### config.mk
export PLATFORM = sky130hd
export DESIGN_NAME = serial_chunk_adder
export DESIGN_NICKNAME = d
export VERILOG_FILES = /design/src/rtl/serial_chunk_adder.sv
export SDC_FILE = /design/constraint.sdc
export NUM_CORES = 1
export LEC_CHECK = 0
export CAP_MARGIN = 30
export CORE_UTILIZATION = 25
export CTS_BUF_LIST = sky130_fd_sc_hd__clkbuf_16
export DETAILED_ROUTE_END_ITERATION = 10
export PLACE_DENSITY = 0.46
export SLEW_MARGIN = 20
export SYNTH_ARGS = -nofsm -noshare
export SYNTH_HDL_FRONTEND = slang
export SYNTH_SLANG_ARGS = --single-unit
### constraint.sdc
create_clock -name clk -period 3.71 [get_ports clk]
set_input_delay 0.5565 -clock clk [delete_from_list [all_inputs] [get_ports clk]]
set_output_delay 0.5565 -clock clk [all_outputs]
set_load 0.02 [all_outputs]
### src/rtl/serial_chunk_adder.sv
// serial_chunk_adder: adds or subtracts two WIDTH-bit operands CHUNK bits per
// clock cycle, LSB chunk first, through a small IDLE/BUSY/DONE FSM.
// WIDTH must be an integer multiple of CHUNK. CHUNK == WIDTH is legal and
// gives a single busy cycle.
// Optional feature: define SERIAL_CHUNK_ADDER_OVF_EN to add the registered
// signed-overflow output 'ovf'.
module serial_chunk_adder #(
  parameter int WIDTH = 16,
  parameter int CHUNK = 4
) (
  input  logic             clk,
  input  logic             rst,
  input  logic             start,
  input  logic             sub,
  input  logic [WIDTH-1:0] a,
  input  logic [WIDTH-1:0] b,
  input  logic             cin,
  output logic             busy,
  output logic             done,
  output logic [WIDTH-1:0] sum,
  output logic             cout
`ifdef SERIAL_CHUNK_ADDER_OVF_EN
  ,
  output logic             ovf
`endif
);

  localparam int N     = WIDTH / CHUNK;
  localparam int CNT_W = (N > 1) ? $clog2(N) : 1;

  typedef enum logic [1:0] {
    IDLE,
    BUSY,
    DONE
  } state_t;

  state_t           state;
  logic [WIDTH-1:0] a_q;        // latched operand A
  logic [WIDTH-1:0] b_q;        // latched operand B, already inverted for subtract
  logic [WIDTH-1:0] acc_q;      // chunk results collected so far
  logic             carry_q;    // carry into the chunk being added
  logic [CNT_W-1:0] cnt_q;      // index of the chunk being added

  int               base;
  logic [CHUNK-1:0] a_chunk;
  logic [CHUNK-1:0] b_chunk;
  logic [CHUNK:0]   chunk_sum;
  logic [WIDTH-1:0] acc_next;
  logic             last_chunk;
`ifdef SERIAL_CHUNK_ADDER_OVF_EN
  logic             msb_carry_in;
`endif

  // Add the current chunk and merge it into the partial result.
  always_comb begin
    // NOTE: every combinational output gets a default first so that no path
    // leaves it unassigned and no latch is inferred.
    base       = int'(cnt_q) * CHUNK;
    a_chunk    = a_q[base +: CHUNK];
    b_chunk    = b_q[base +: CHUNK];
    chunk_sum  = {1'b0, a_chunk} + {1'b0, b_chunk} + {{CHUNK{1'b0}}, carry_q};
    acc_next   = acc_q;
    acc_next[base +: CHUNK] = chunk_sum[CHUNK-1:0];
    last_chunk = (cnt_q == CNT_W'(N - 1));
`ifdef SERIAL_CHUNK_ADDER_OVF_EN
    // The carry into the MSB is recovered from the MSB's own sum bit:
    // s = a ^ b ^ c_in, so c_in = a ^ b ^ s.
    msb_carry_in = a_chunk[CHUNK-1] ^ b_chunk[CHUNK-1] ^ chunk_sum[CHUNK-1];
`endif
  end

  // FSM, operand/carry registers and registered result outputs.
  always_ff @(posedge clk) begin
    // NOTE: state updates use non-blocking assignments so that every register
    // samples the pre-edge values, regardless of statement order.
    if (rst) begin
      // NOTE: the operand and carry registers are cleared along with the
      // control state so that an aborted operation leaves no trace.
      state   <= IDLE;
      a_q     <= '0;
      b_q     <= '0;
      acc_q   <= '0;
      carry_q <= 1'b0;
      cnt_q   <= '0;
      busy    <= 1'b0;
      done    <= 1'b0;
      sum     <= '0;
      cout    <= 1'b0;
`ifdef SERIAL_CHUNK_ADDER_OVF_EN
      ovf     <= 1'b0;
`endif
    end else begin
      unique case (state)
        IDLE, DONE: begin
          done <= 1'b0;
          if (start) begin
            // Subtraction is a + ~b + 1; cin is ignored in that mode.
            a_q     <= a;
            b_q     <= sub ? ~b : b;
            carry_q <= sub ? 1'b1 : cin;
            acc_q   <= '0;
            cnt_q   <= '0;
            busy    <= 1'b1;
            state   <= BUSY;
          end else begin
            state <= IDLE;
          end
        end

        BUSY: begin
          acc_q   <= acc_next;
          carry_q <= chunk_sum[CHUNK];
          cnt_q   <= cnt_q + 1'b1;
          if (last_chunk) begin
            // The final chunk is folded straight into the output registers.
            cnt_q <= '0;
            busy  <= 1'b0;
            done  <= 1'b1;
            sum   <= acc_next;
            cout  <= chunk_sum[CHUNK];
`ifdef SERIAL_CHUNK_ADDER_OVF_EN
            ovf   <= msb_carry_in ^ chunk_sum[CHUNK];
`endif
            state <= DONE;
          end
        end

        default: state <= IDLE;
      endcase
    end
  end

endmodule
-- After elaboration in Yosys (flattened, before gate mapping)
Cells that the tools add are included.
- bits of input ports: 37
- output and inout bits: 19
- flip-flop bits (word level): 72
- reduce and logical (&&, ||, !) cells: 8
- add/subtract/negate cells: 4
- shifts and indexed selects: 4
- bitwise gates (word level): 1
- equality and inequality tests: 5
- muxes and demuxes: 18
- operators by type and width (operator ; count):
    4-bit negator with 33-bit output ; 1
    4-bit by 33-bit variable shift with 16-bit output (first input constant) ; 1
    4-bit by 33-bit indexed part select with 16-bit output ; 1
    16-bit 2-to-1 mux ; 2
    16-bit one-hot mux with 2 select lines ; 1
    16-bit by 5-bit indexed part select with 4-bit output ; 2
    16-bit bitwise mux ; 1
    16-bit inverter ; 1
    2-bit one-hot mux with 2 select lines ; 2
    2-bit AND reduction ; 4
    1-bit 2-to-1 mux ; 6
    2-bit 2-to-1 mux ; 3
    1-bit one-hot mux with 2 select lines ; 3
    4-bit by 4-bit adder with 5-bit output ; 1
    5-bit by 1-bit adder with 5-bit output ; 1
    2-bit equality test (second input constant) ; 2
    2-bit inequality test (second input constant) ; 2
    3-bit AND reduction ; 1
    2-bit by 1-bit adder with 2-bit output (second input constant) ; 1
    2-bit by 1-bit equality test with 1-bit output (second input constant) ; 1
    2-bit zero test ; 1
    2-bit nonzero test ; 1
    2-bit OR reduction ; 1

-- Longest topological paths before layout
Gate-level depths: netlist of run 1.
- depth in word-level cells: 6
- gate-level depth with buffers: 9
- mapped depth without buffers: 7

-- Worst setup path after synthesis of run 1
Ideal clock, no wire load.
- kind: register to register
- from: register cnt_q[0]
- to: register acc_q[9]
- setup time: 128 ps
- cell stages (with the launch flop): 10
- setup slack: 788 ps
- arrival: 2794 ps
- cell sequence: dfxtp_1 buf_4 buf_2 mux4_2 fa_1 fa_1 nor2b_1 a31o_2 a22oi_1 nor2_1
- longest elaborated chain between the ends: 6
- RTL lines (element ; line ; text):
    start: declaration ; 42 ; logic [CNT_W-1:0] cnt_q;
    start signal: assignment ; 113 ; cnt_q <= cnt_q + 1'b1;
    16-bit by 5-bit indexed part select with 4-bit output (on tied branches) ; 59, 60 ;
    4-bit by 4-bit adder with 5-bit output ; 61 ; chunk_sum = {1'b0, a_chunk} + {1'b0, b_chunk} + {{CHUNK{1'b0}}, carry_q};
    5-bit by 1-bit adder with 5-bit output ; 61 ;
    4-bit by 33-bit indexed part select with 16-bit output ; 63 ; acc_next[base +: CHUNK] = chunk_sum[CHUNK-1:0];
    16-bit bitwise mux (*) ; 63 ;
    16-bit one-hot mux with 2 select lines (*) ; 93 ; unique case (state)
    end signal: assignment ; 111 ; acc_q <= acc_next;
    end: declaration ; 40 ; logic [WIDTH-1:0] acc_q;
Every way passes the cells marked *; elsewhere a longest branch is shown, timed or not.
A chain may end at the register's enable or synchronous reset.

-- Worst setup path in the final report of run 1
- from: register cnt_q[0]
- to: register acc_q[13]
The elaborated chain is that of the path after synthesis.

==> qor.csv, run 1 <==
metric,value,unit
postSynthCellCount,372,
hold_viol,0,
synthTopCellsByArea,"dfxtp_1 (43%), nand2_1 (5.6%), mux4_2 (5.3%), nor2_1 (5.3%), a211oi_1 (5.1%)",
routabilityCongestion,0.784,
outcome,"finished, final reports clean",
crit_path_max_fanout,12,
yosys.area_share.simple,18.2,%
pre_cts_ws,0.699,ns
ys_seq_elements,72,
synthAdderAreaFrac,4.53,%
fp-row-count,42,
cts_buffers,9,
p_switching,0.493,mW
syn_area_per_cell,9.06,um2
die_area,0.0140,mm2
start_kind,flip-flop,
p_int,1.51,mW
start_util,25.6,%
synth_top_cell_area_share,42.8,%
ctsHoldBuffers,0,
dp_hpwl,5800,um
leakagePower,1.56,nW
routed_wl,8140,um
final-setup-viol-count,0,
post-route-drc-count,0,
peakVddDrop,0.219,mV
clockBufferDepth,2,
finalCritPeriodShare,80.2,%
hold-path-cell-count,2,
combPwrFrac,13.6,%
yosysSeqAreaShare,42.8,%
period_needed,2.97,ns
cap_violations,0,
cts_setup_buffers,0,
worstPathArrival,3.25,ns
htreeDepth,3,
synth_compound_gate_area_share,18.3,%
synth_cell_type_count,43,
final_cell_mix,"dfxtp_1 (72), clkdlybuf4s50_1 (54), nand2_1 (50), nor2_1 (48), a21oi_1 (29)",
grt_pass1_wl,13500,um
synth_xor_area_share,4.42,%
fillers,1381,
path_clk_slew,0.06,ns
pwr-share-seq,41.2,%
worstSetupPathType,flip-flop to flip-flop,
slew_violations,0,
final.setup.worst_slack,0.735,ns
synth_top_family_by_area,compound AO/OA/AOI/OAI gates,
fmax,336,MHz
ios,56,
syn-num-nets,420,
port_buffers,55,
setup_tns,0,ns
ys_async_sr_fraction,0,%
drive_gt1_share,10.9,%
slew_headroom,40.0,%
rsz0062_at_grt,false,
diodes,0,
grt-ovfl-total,0,
cts_root_buf,clkbuf_16,
drt_pass1_iterations,4,
cts.sinks,72,
clk_latency,0.33,ns
ant_nets,0,
hp-class,flip-flop to flip-flop,
syn2layout_area_growth,30.8,%
rr_worst_depth,7,
rr_endpoint,acc_q[13]$_SDFFE_PP0P_,
grt_pass1_vias,2660,
powerDensity,455,mW/mm2
reg2reg_from,cnt_q[0]$_SDFFE_PP0P_,
cts_tree,done,
p_sw_share,24.6,%
ys_warn_count,0,
die_y,118,um
crit_path_end_kind,flip-flop,
synth_ff_type,dfxtp_1,
p_clk_share,45.2,%
vias,2702,
grt_antenna_before_repair,0,
dr.first_iter.drc_count,109,
yosys.area.top_type,dfxtp_1,
synth-edff-count,0,
final_common_cell,dfxtp_1,
worst_pin_slew,0.898,ns
viasPerCell,4.51,
grt_max_degree,53,
synth_area,0.00337,mm2
core-area,0.0132,mm2
rrSetupSlack,0.74,ns
synthMuxAreaShare,7.20,%
nets,466,
hold_end,a_q[14]$_SDFFE_PP0P_,
post_cts_resized,0,
hold_start,a_q[14]$_SDFFE_PP0P_,
die_width,118,um
required,3.99,ns
drt-wirelength-per-cell,13.6,um
fin_skew,0.00725,ns
grtUsageTotal,12.4,%
==> flip-flops by register name, summed over array words and instances, names as in the netlist <==
register and count:
a_q 16, acc_q 16, b_q 16, busy 1, carry_q 1, cnt_q 2
cout 1, done 1, state 2, sum 16
==> cells by family (layout without fill, tap and decap cells) <==
| family | after synthesis | in the layout |
|---|---|---|
| AO/OA/AOI/OAI | 89 | 89 |
| XOR/XNOR | 17 | 17 |
| adder cells (fa/ha/maj) | 11 | 11 |
| buffers and inverters | 35 | 86 |
| flip-flops | 72 | 72 |
| multiplexers | 14 | 14 |
| AND/OR/NAND/NOR | 134 | 134 |
==> cells in the mapped netlist (7+ instances only) <==
| cell | count |
|---|---|
| dfxtp_1 | 72 |
| nand2_1 | 50 |
| nor2_1 | 48 |
| a21oi_1 | 29 |
| a211oi_1 | 23 |
| xnor2_1 | 16 |
| clkbuf_1 | 15 |
| buf_2 | 11 |
| ha_1 | 9 |
| nor2b_1 | 9 |
| mux4_2 | 8 |
| a22oi_1 | 7 |
| inv_1 | 7 |
==> per-layer routing <==
| layer | GRT usage (%) | wire length, um |
|---|---|---|
| met1 | 15.5 | 3770 |
| met2 | 20.6 | 3950 |
| met3 | 2.91 | 282 |
| met4 | 5.05 | 138 |
| met5 | 0 | 0 |
==> area by class of cell <==
type                       instances  area, um2  share of cell area, %
tap                              176        220                   4.99
timing repair buffer              63        626                   14.2
sequential                        72       1440                   32.7
clock buffer                       9        225                   5.11
clock inverter                     7       87.6                   1.99
multi-input combinational        265       1780                   40.5
inverter                           7       26.3                  0.596
==> critical path: stages, from the launching register on <==
cell	delay, ns
dfxtp_1	0.57
mux4_2	0.57
fa_1	0.45
fa_1	0.53
nor2b_1	0.27
a31oi_1	0.16
mux2_2	0.28
nor2_1	0.08
==> how the worst max path moves through the flow <==
stage                          startpoint                endpoint  slack (ns)  depth (start not counted)
global placement    cnt_q[0]$_SDFFE_PP0P_  acc_q[13]$_SDFFE_PP0P_        0.76                          7
finish              cnt_q[0]$_SDFFE_PP0P_  acc_q[13]$_SDFFE_PP0P_        0.74                          7
detailed placement  cnt_q[0]$_SDFFE_PP0P_  acc_q[13]$_SDFFE_PP0P_        0.70                          7
CTS                 cnt_q[0]$_SDFFE_PP0P_  acc_q[13]$_SDFFE_PP0P_        0.69                          7
floorplan           cnt_q[0]$_SDFFE_PP0P_   acc_q[9]$_SDFFE_PP0P_        0.79                          9
global route        cnt_q[0]$_SDFFE_PP0P_  acc_q[13]$_SDFFE_PP0P_        0.54                          7
==> power groups by stage <==
stage	Sequential, mW	Combinational, mW	Clock, mW
finish	0.828	0.273	0.906
floorplan	0.837	0.183	0
CTS	0.829	0.272	0.926
global route	0.833	0.303	0.961
detailed placement	0.846	0.271	0
global placement	0.845	0.270	0
==> stage by stage <==
stage / area (um2) / power (mW) / utilization, % / hold slack, ns / instances
2_1_floorplan: 3370 / 1.02 / - / 0.433 / 372
3_3_place_gp: 4060 / 1.12 / 30.8 / 0.441 / 581
3_5_place_dp: 4060 / 1.12 / 30.8 / 0.450 / 581
4_1_cts: 4380 / 2.03 / 33.2 / 0.458 / 597
5_1_grt: 4410 / 2.10 / 33.4 / 0.479 / 599
6_report: 4410 / 2.01 / 33.4 / 0.458 / 599
No activity file was read; power rests on OpenSTA's default activity.
==> run 2, diff against run 1 <==
clock period = 2.8 ns   (was 3.71 ns; I/O delays follow)
==> run 2 against run 1 <==
Compared with the run above: combinational power grew 36%; non-clock buffer count grew 3; total power grew 28%; die area is the same; utilization is essentially flat; worst hold slack lost 0.0058 ns; via count grew 2.4%; highest routed layer unchanged.
==> qor.csv, run 2 (synthesized netlist as in run 1, its figures left out) <==
metric,value,unit
fin_skew,0.00519,ns
crit_path_max_fanout,6,
htreeDepth,3,
outcome,"finished, final reports clean",
fillers,1375,
clockBufferDepth,2,
required,3.00,ns
routed_wl,8470,um
worstPathArrival,2.88,ns
stdcell_area,0.00441,mm2
dr.first_iter.drc_count,110,
drt-wirelength-per-cell,14.1,um
vias,2767,
rr_endpoint,acc_q[9]$_SDFFE_PP0P_,
peakVddDrop,0.292,mV
cts_setup_buffers,0,
cp_top_family,adder cells,
drt_pass1_iterations,4,
die_y,118,um
grt_pass1_wl,14200,um
grt_max_degree,53,
grt_antenna_before_repair,0,
clk_latency,0.33,ns
final_cell_mix,"dfxtp_1 (71), clkdlybuf4s50_1 (54), nand2_1 (50), nor2_1 (48), a21oi_1 (29)",
path_clk_slew,0.06,ns
slew_violations,0,
rrSetupSlack,0.12,ns
die_area,0.0140,mm2
dp.cells,586,
hold_end,a_q[3]$_SDFFE_PP0P_,
multi_input_area,0.00179,mm2
drive_gt1_share,12.2,%
grt_pass1_vias,2842,
ctsHoldBuffers,0,
fin_cells,602,
reg2reg_from,cnt_q[0]$_SDFFE_PP0P_,
period_needed,2.68,ns
rsz0062_at_grt,false,
dp_hpwl,6160,um
slowest_delay,0.53,ns
start_util,25.6,%
cts_root_buf,clkbuf_16,
viasPerCell,4.60,
leakagePower,1.55,nW
start_kind,flip-flop,
routabilityCongestion,0.792,
regArea,0.00144,mm2
cts_buffers,9,
diodes,0,
post-route-drc-count,0,
crit_slowest_cell,mux4_2,
crit_top_cell,fa_1,
worstSetupPathType,flip-flop to flip-flop,
cap_violations,0,
slew_headroom,42.8,%
cts.sinks,72,
ant_nets,0,
fp-row-count,42,
port_buffers,55,
core-area,0.0132,mm2
worst_pin_slew,0.855,ns
crit_chain,"mux4_2, fa_1, fa_1, nor2b_2, a31o_2, a22oi_1, nor2_1",
final_common_cell,dfxtp_1,
grt-ovfl-total,0,
syn2layout_area_growth,30.9,%
placed_cell_area,0.00411,mm2
hp-class,flip-flop to flip-flop,
finalCritPeriodShare,95.8,%
rr_worst_depth,7,
hold_start,a_q[3]$_SDFFE_PP0P_,
nets,469,
hold_viol,0,
cts_tree,done,
fmax,373,MHz
powerDensity,584,mW/mm2
crit_path_end_kind,flip-flop,
critPathBufInv,0,
grtUsageTotal,13.1,%
ios,56,
die_width,118,um
hold-path-cell-count,2,
final-setup-viol-count,0,
==> run 2: how the worst max path moves through the flow <==
stage / start / to / slack [ns] / cells past startpoint
2_1_floorplan: cnt_q[0]$_SDFFE_PP0P_ / acc_q[9]$_SDFFE_PP0P_ / 0.007 / 9
3_3_place_gp: cnt_q[0]$_SDFFE_PP0P_ / acc_q[13]$_SDFFE_PP0P_ / 0.03 / 7
3_5_place_dp: cnt_q[0]$_SDFFE_PP0P_ / acc_q[13]$_SDFFE_PP0P_ / -0.01 / 7
4_1_cts: cnt_q[0]$_SDFFE_PP0P_ / acc_q[13]$_SDFFE_PP0P_ / 0.07 / 7
5_1_grt: cnt_q[0]$_SDFFE_PP0P_ / acc_q[13]$_SDFFE_PP0P_ / 0.03 / 7
6_report: cnt_q[0]$_SDFFE_PP0P_ / acc_q[9]$_SDFFE_PP0P_ / 0.12 / 7
==> run 2: repair_timing <==
action / in CTS / in global routing
setup endpoints to repair: 1 / 5
endpoints found under the hold margin: 0 / 0
gates resized for setup: 1 / 2
==> run 2: layer usage <==
metal / vias up / global-route usage, % / part of all wire, %
met5: - / 0 / 0
met4: 0 / 6.17 / 2.3
met3: 13 / 3.25 / 4.1
met2: 66 / 22.7 / 49
met1: 1282 / 15.1 / 44
li1: 1406 / - / -
==> run 2: cell type report <==
cell class | instances | area share [%]
Multi-Input combinational cell | 265 | 40.7
Timing Repair Buffer | 66 | 14.5
Clock buffer | 9 | 5.10
Inverter | 7 | 0.595
Tap cell | 176 | 4.99
Clock inverter | 7 | 1.45
Sequential cell | 72 | 32.7
==> run 2: through the flow <==
| stage | power, mW | hold slack [ns] | util [%] | worst slack [ns] | TNS [ns] |
|---|---|---|---|---|---|
| 2_1_floorplan | 1.35 | 0.433 | - | 0.00696 | 0 |
| 3_3_place_gp | 1.48 | 0.440 | 31.2 | 0.0277 | 0 |
| 3_5_place_dp | 1.49 | 0.448 | 31.2 | -0.0130 | -0.0130 |
| 4_1_cts | 2.61 | 0.456 | 33.4 | 0.0691 | 0 |
| 5_1_grt | 2.69 | 0.479 | 33.5 | 0.0304 | 0 |
| 6_report | 2.58 | 0.452 | 33.5 | 0.118 | 0 |
==> run 2: report_power, final <==
part | leakage, nW | switching, mW | internal [mW]
registers | 0.588 | 0.0286 | 1.07
logic | 0.823 | 0.203 | 0.167
clock network | 0.142 | 0.428 | 0.680
==> run 2: tightest hold or removal path: stages, from the launching register on <==
cell,delay (ns)
dfxtp_1,0.31
nand2_1,0.05
a21oi_1,0.05
==> run 3, diff against run 2 <==
CAP_MARGIN = not set   (was 30)
==> results of run 3 <==
The final DEF is identical to that of run 2; final timing and power are the same.
